### src/rtl/bus_arbiter.sv
// Two-master round-robin arbiter for a single-cycle RAM bus, with a burst
// limit that forces handover when the other master is waiting.
module bus_arbiter #(
  parameter int BURST_MAX = 4
) (
  input  logic        clk,
  input  logic        reset,
  input  logic        m0_req,
  input  logic        m0_we,
  input  logic [31:0] m0_addr,
  input  logic [31:0] m0_wData,
  input  logic [3:0]  m0_wstrb,
  output logic        m0_ready,
  output logic [31:0] m0_rData,
  input  logic        m1_req,
  input  logic        m1_we,
  input  logic [31:0] m1_addr,
  input  logic [31:0] m1_wData,
  input  logic [3:0]  m1_wstrb,
  output logic        m1_ready,
  output logic [31:0] m1_rData,
  output logic        busWe,
  output logic [31:0] busAddr,
  output logic [31:0] busWData,
  output logic [3:0]  busWstrb,
  input  logic [31:0] busRData,
  output logic [1:0]  gnt
);

  typedef enum logic [1:0] {
    IDLE = 2'd0,
    OWN0 = 2'd1,
    OWN1 = 2'd2
  } arbState_e;

  arbState_e  state;
  arbState_e  nextState;
  logic       lastOwn;
  logic [3:0] burstCnt;
  logic       xfer0;
  logic       xfer1;
  logic       burstDone;

  assign xfer0     = (state == OWN0) && m0_req;
  assign xfer1     = (state == OWN1) && m1_req;
  assign burstDone = ({1'b0, burstCnt} + 5'd1) >= 5'(BURST_MAX);

  // lastOwn = 1 means m1 owned last, so reset leaves m0 winning the first tie.
  always_ff @(posedge clk or posedge reset) begin
    if (reset) begin
      state    <= IDLE;
      lastOwn  <= 1'b1;
      burstCnt <= 4'd0;
    end else begin
      state <= nextState;
      if (state == OWN0) begin
        lastOwn <= 1'b0;
      end else if (state == OWN1) begin
        lastOwn <= 1'b1;
      end
      if ((nextState == OWN0 || nextState == OWN1) && nextState != state) begin
        burstCnt <= 4'd0;
      end else if ((xfer0 || xfer1) && burstCnt != 4'hF) begin
        burstCnt <= burstCnt + 4'd1;
      end
    end
  end

  always_comb begin
    nextState = state;
    unique case (state)
      IDLE: begin
        if (m0_req && m1_req) begin
          nextState = lastOwn ? OWN0 : OWN1;
        end else if (m0_req) begin
          nextState = OWN0;
        end else if (m1_req) begin
          nextState = OWN1;
        end else begin
          nextState = IDLE;
        end
      end
      OWN0: begin
        if (!m0_req) begin
          nextState = m1_req ? OWN1 : IDLE;
        end else if (m1_req && burstDone) begin
          nextState = OWN1;
        end else begin
          nextState = OWN0;
        end
      end
      OWN1: begin
        if (!m1_req) begin
          nextState = m0_req ? OWN0 : IDLE;
        end else if (m0_req && burstDone) begin
          nextState = OWN0;
        end else begin
          nextState = OWN1;
        end
      end
      default: nextState = IDLE;
    endcase
  end

  // Bus fields stay zero unless the owner is actually transferring this cycle.
  always_comb begin
    gnt      = 2'b00;
    busWe    = 1'b0;
    busAddr  = 32'd0;
    busWData = 32'd0;
    busWstrb = 4'd0;
    m0_ready = 1'b0;
    m0_rData = 32'd0;
    m1_ready = 1'b0;
    m1_rData = 32'd0;
    unique case (state)
      OWN0: begin
        gnt = 2'b01;
        if (xfer0) begin
          busWe    = m0_we;
          busAddr  = m0_addr;
          busWData = m0_wData;
          busWstrb = m0_wstrb;
          m0_ready = 1'b1;
          m0_rData = busRData;
        end
      end
      OWN1: begin
        gnt = 2'b10;
        if (xfer1) begin
          busWe    = m1_we;
          busAddr  = m1_addr;
          busWData = m1_wData;
          busWstrb = m1_wstrb;
          m1_ready = 1'b1;
          m1_rData = busRData;
        end
      end
      default: gnt = 2'b00;
    endcase
  end

endmodule
### config.mk
export PLATFORM = sky130hd
export DESIGN_NAME = bus_arbiter
export DESIGN_NICKNAME = d
export VERILOG_FILES = /design/src/rtl/bus_arbiter.sv
export SDC_FILE = /design/constraint.sdc
export NUM_CORES = 1
export LEC_CHECK = 0
export CORE_AREA = 2 2 120 122
export DETAILED_ROUTE_END_ITERATION = 7
export DIE_AREA = 0 0 122 124
export GPL_TIMING_DRIVEN = 1
export PLACE_DENSITY = 0.59
export SLEW_MARGIN = 15
export SYNTH_ARGS = -nofsm -noshare
export SYNTH_HDL_FRONTEND = slang
export SYNTH_SLANG_ARGS = --single-unit
### constraint.sdc
create_clock -name clk -period 2.7 [get_ports clk]
set_clock_uncertainty 0.2 [all_clocks]
set_input_delay 0.675 -clock clk [delete_from_list [all_inputs] [get_ports clk]]
set_output_delay 0.675 -clock clk [all_outputs]
set_load 0.05 [all_outputs]
# [After elaboration in Yosys (flattened, before gate mapping)]
# Index checks and enable logic that the tools add are counted.
# W data, S select, Z words.
[op_classes] mux=35 n_lt_le_gt_ge=1 n_reduce_logical=12 add_sub_neg=2 eq_ne=6
[ops] operator="$mux W32" n=8
[ops] operator="$pmux W32 S2" n=2
[ops] operator="$mux W2" n=8
[ops] operator="$mux W4" n=4
[ops] operator="$mux W1" n=9
[ops] operator="$pmux W4 S2" n=1
[ops] operator="$logic_and A1 B1 Y1" n=7
[ops] operator="$pmux W2 S3" n=1
[ops] operator="$add A4 B1 Y5 const B" n=1
[ops] operator="$ge A5 B3 Y1 const B" n=1
[ops] operator="$add A4 B1 Y4 const B" n=1
[ops] operator="$eq A2 B1 Y1 const B" n=2
[ops] operator="$eq A2 B2 Y1 const B" n=2
[ops] operator="$ne A4 B4 Y1 const B" n=1
[ops] operator="$pmux W2 S2" n=1
[ops] operator="$reduce_bool A2 Y1" n=2
[ops] operator="$logic_not A2 Y1" n=1
[ops] operator="$logic_or A1 B1 Y1" n=2
[ops] operator="$ne A2 B2 Y1" n=1
[ops] operator="$pmux W1 S2" n=1
[totals] output_inout_bits=137 in_bits=174 wordCells=59 ff_bits=7

# [Longest topological paths before layout]
[logic_depth] depth_word=10 depth_mapped=9 ltp_nobuf=9

# [Worst setup path before layout]
# Ideal clock, no wire load.
[synth_timing] path_kind="reg2out" startpoint="register state[0]" endpoint="output port busWData[16]" path_stages_with_launch=8 t_required_ns=1.825 n_path_buf=1 t_arrival_ns=2.973 path_slack_ns=-1.148 path_cell_list="dfrtp_1 > inv_1 > ha_1 > nand2_1 > inv_2 > clkbuf_1 > a22oi_1 > nor2b_1"
[synth_between] elab_chain_len=4 word_cells_on_any_way=7 cone_classes="eq/ne (2); mux (3); reduce/logical (2)"
[synth_rtl] element="from (decl)" line="36" source="arbState_e state;"
[synth_rtl] element="from (signal assigned)" line="55" source="state <= nextState;"
[synth_rtl] element="$eq A2 B2 Y1 / $eq A2 B1 Y1 (equally long branches)" line="45, 116, 44"
[synth_rtl] element="$logic_and A1 B1 Y1, on equally long branches" line="45, 44"
[synth_rtl] element="$mux W32, on equally long branches" line="130, 119"
[synth_rtl] element="$pmux W32 S2 *" line="116" source="unique case (state)"
[synth_rtl] element="to (decl)" line="24" source="output logic [31:0] busWData,"
# Mark *: on every way between the ends. The rest lies on a longest branch, timed or not.

# [Final worst setup path]
[layout_timing] startpoint="register state[1]" endpoint="output port busWData[11]"
# The elaborated chain is that of the path after synthesis.

==> results.txt <==
In this run, synthesis produced a sequential element count of 7. The post-detailed-route count of antenna-violating nets was 0. TritonCTS built the clock tree. The number of nets in the synthesized netlist is 479. Entering global routing, the biggest net connects 39 pins. During synthesis, Yosys emitted a total of 0 warnings. Counting distinct cell types in the post-synthesis netlist gives 30.

The cell row count came out at 43. Along the worst path, the maximum fanout reaches 14. For this block, the initial DRC count from the detailed router was 151. The tools report the I/O pin count as 311.

The worst setup path is launched from a register. For the number of standard cells in the layout, taps in and fillers out, the log shows 785. The top flip-flop cell by instance count after synthesis was dfrtp_1. The chip height is 124 um, and the detailed-router iteration count before antenna repair is 6.

Summed over all instances, the cell type with the most area after synthesis is a22oi_1. Area share of the largest cell type after synthesis: 0.255. The initial cell density of the core was 0.148. For the worst setup path, the data required time is 1.82 ns.

The routed wire length on met3 came out at 1550 um. In this run the deepest clock path goes through 2 buffers. Power spread over the standard cell area amounts to 744 mW/mm^2. The first global-routing pass estimated 22200 um of wire. The proportion of synthesized chip area in sequential cells came out at 0.0868. Max-cap violations in this run came to 0.

Dividing the synthesized area by the synthesized cell count gives 6.80 um^2. The final layout contains routed wiring with a total length of 15000 um. The relative area change from synthesis to final layout works out to 284%. In this run the horizontal extent of the chip is 122 um. Worst max-slew margin expressed relative to the limit: 0.793. The maximum clock frequency was 0.371 GHz; the post-route setup TNS was 0 ns.

The run finished with clean final reports. The most common cell in the synthesized netlist is nor2b_1. The later pin in the worst-skew pair is clocked with a latency of 0.24 ns. Share of post-route cells with drive strength above 1: 0.486.

Summed over all nets, wire length on met2 after detailed routing comes to 8280 um. The overall track demand over capacity in global routing is 0.188, and the static leakage power is 3.09 nW. The worst path needs 2.69 ns of the cycle, external delays included.

The net count of the finished layout is 786. The logs give 3668 for the overall via count from detail_route and 1.82 ns for the arrival time at the worst endpoint. The number of antenna diodes in the final layout is 0.

The run gives 0 as the number of hold violations in the final report. In this run the clock root is driven by a clkbuf_16. Uppermost metal layer occupied by signal nets: met4. The type of destination of the critical path is an output pin.

Setup repair after global routing could not meet its margin everywhere. The logs give 0.798 for the global placer's final weighted congestion and 0 for the global route total overflow. The run gives 0.0137 mm^2 as the area of the core region. In the routed layout, each cell is associated on average with a via count of 4.67. The number of slew-limit violations in the final report was 0; the final cycle utilization of the critical path was 0.997. The worst-case IR drop observed on VDD is 0.366 mV.

During placement, the flow inserted port buffers numbering 310. The commonest cells after synthesis are nor2b_1, a22oi_1, and3_1, clkbuf_1, nand2_1. The number of antenna violations at the first check in global routing is 0.

Clock-pin slew was measured on the worst setup and hold paths at 0.04 ns. The tools report the floorplan die area as 0.0151 mm^2. The critical path is of the register to output pin type. In this run, post-CTS hold repair placed 0 buffers. The clock drives 7 sinks. In this run, synthesis inferred 0 flip-flops with an integrated enable. The CTS H-tree depth is 1, and the count of unresolved DRC violations after routing is 0. Synthesis produced 299 cells. Fill cells in the final layout number 1151.

The run gives 3 as the total CTS buffers. The transition time at the pin with the least slew margin is 0.311 ns. The tightest min-delay check is of the register to register type.

Summing every instance area after synthesis gives 0.00203 mm^2. Sorting the synthesized cells by area gives the leading types as a22oi_1, nor2b_1, and3_1, dfrtp_1, clkbuf_1. The tools report the via count of the first global-routing pass as 3904.

The run gives 11700 um as the half-perimeter wire length of the detailed placement result. The wire length per cell after detailed routing was 19.2 um; the share of async-settable or async-resettable flops after synthesis was 1.00. Including well taps, the total number of placed cells is 771. For this block, wires on met1 add up to 5090 um. The run gives 0 as the final-report setup violation count.
layer usage:
layer  up-vias  global-route usage
li1       1715                   -
met1      1733               0.191
met2       209               0.377
met3        11              0.0572
met4         0              0.0316
met5         -                   0
what timing repair did:
action	4_1_cts	5_1_grt
endpoints found under the hold margin	0	0
pin swaps	10	6
gates resized for setup	56	8
buffers inserted	5	1
cloned	6	0
endpoints found under the setup margin	132	45
cell type report:
class                           instances  area (um^2)  area share
Inverter                                8         42.5     0.00545
Clock inverter                          1         5.00    0.000641
Timing Repair Buffer                  337         4840       0.620
Sequential cell                         7          178      0.0227
Multi-Input combinational cell        249         2440       0.313
Tap cell                              180          225      0.0288
Clock buffer                            3         75.1     0.00961
power by group:
group | internal [mW] | switching, mW | total [mW]
sequential | 0.144 | 0.0437 | 0.188
clock | 0.195 | 0.0640 | 0.259
combinational | 2.78 | 2.58 | 5.36
total | 3.12 | 2.69 | 5.81
kinds of logic (layout without fill, tap and decap cells):
family          count (synthesis)  in the layout  synth area share
buf+inv                        43            349            0.0800
fa+ha+maj                       6              6            0.0369
xor+xnor                        1              1           0.00431
compound gates                 85             85             0.319
simple gates                  155            155             0.460
flops                           7              7            0.0868
mux                             2              2            0.0123
stage by stage:
step / utilization / total power [mW] / instance area, um^2 / setup slack, ns / hold WS [ns]
2_1_floorplan: - / 3.15 / 2580 / -0.110 / 0.278
3_3_place_gp: 0.533 / 5.18 / 7320 / -0.305 / 0.319
3_5_place_dp: 0.533 / 5.24 / 7320 / -0.303 / 0.322
4_1_cts: 0.571 / 5.88 / 7840 / 0.00107 / 0.330
5_1_grt: 0.569 / 6.05 / 7810 / -0.0497 / 0.336
6_report: 0.569 / 5.81 / 7810 / 0.00778 / 0.330
state kept, by name, summed over array words and instances (netlist names):
register,flops
state,2
lastOwn,1
burstCnt,4
worst max-delay path: stages, from the launching register on:
cell	delay, ns
dfrtp_2	0.43
ha_4	0.18
nand2_4	0.08
inv_8	0.05
buf_4	0.14
buf_16	0.15
a22oi_1	0.30
nor2b_4	0.08
buf_12	0.15
placed cells by master (no fill, tap or decap), types with 2 or more instances in the layout:
cell type,n
nand2_1,9
buf_6,2
buf_12,144
nor2_1,3
inv_1,4
a22oi_2,39
a22oi_1,30
ha_4,2
a211oi_1,2
nand2_4,2
nor3_1,3
inv_2,2
a21oi_1,5
dfrtp_1,5
buf_4,14
buf_16,4
ha_1,3
clkdlybuf4s50_1,171
o211ai_1,2
nor2b_4,68
and3_1,64
clkbuf_16,3
a221oi_2,2
worst paths after layout:
kind / from / endpoint / slack, ns / cells past startpoint
worst min register to register: lastOwn / lastOwn / 0.33 / 2
min in group asynchronous: reset / burstCnt[1] / 0.47 / 2
max in group asynchronous: reset / lastOwn / 1.56 / 2
worst max-delay path: state[1] / busWData[11] / 0.008 / 8
worst min-delay path: lastOwn / lastOwn / 0.33 / 2
worst max register to register: burstCnt[0] / burstCnt[2] / 0.27 / 7
No activity file was read; power rests on OpenSTA's default activity.
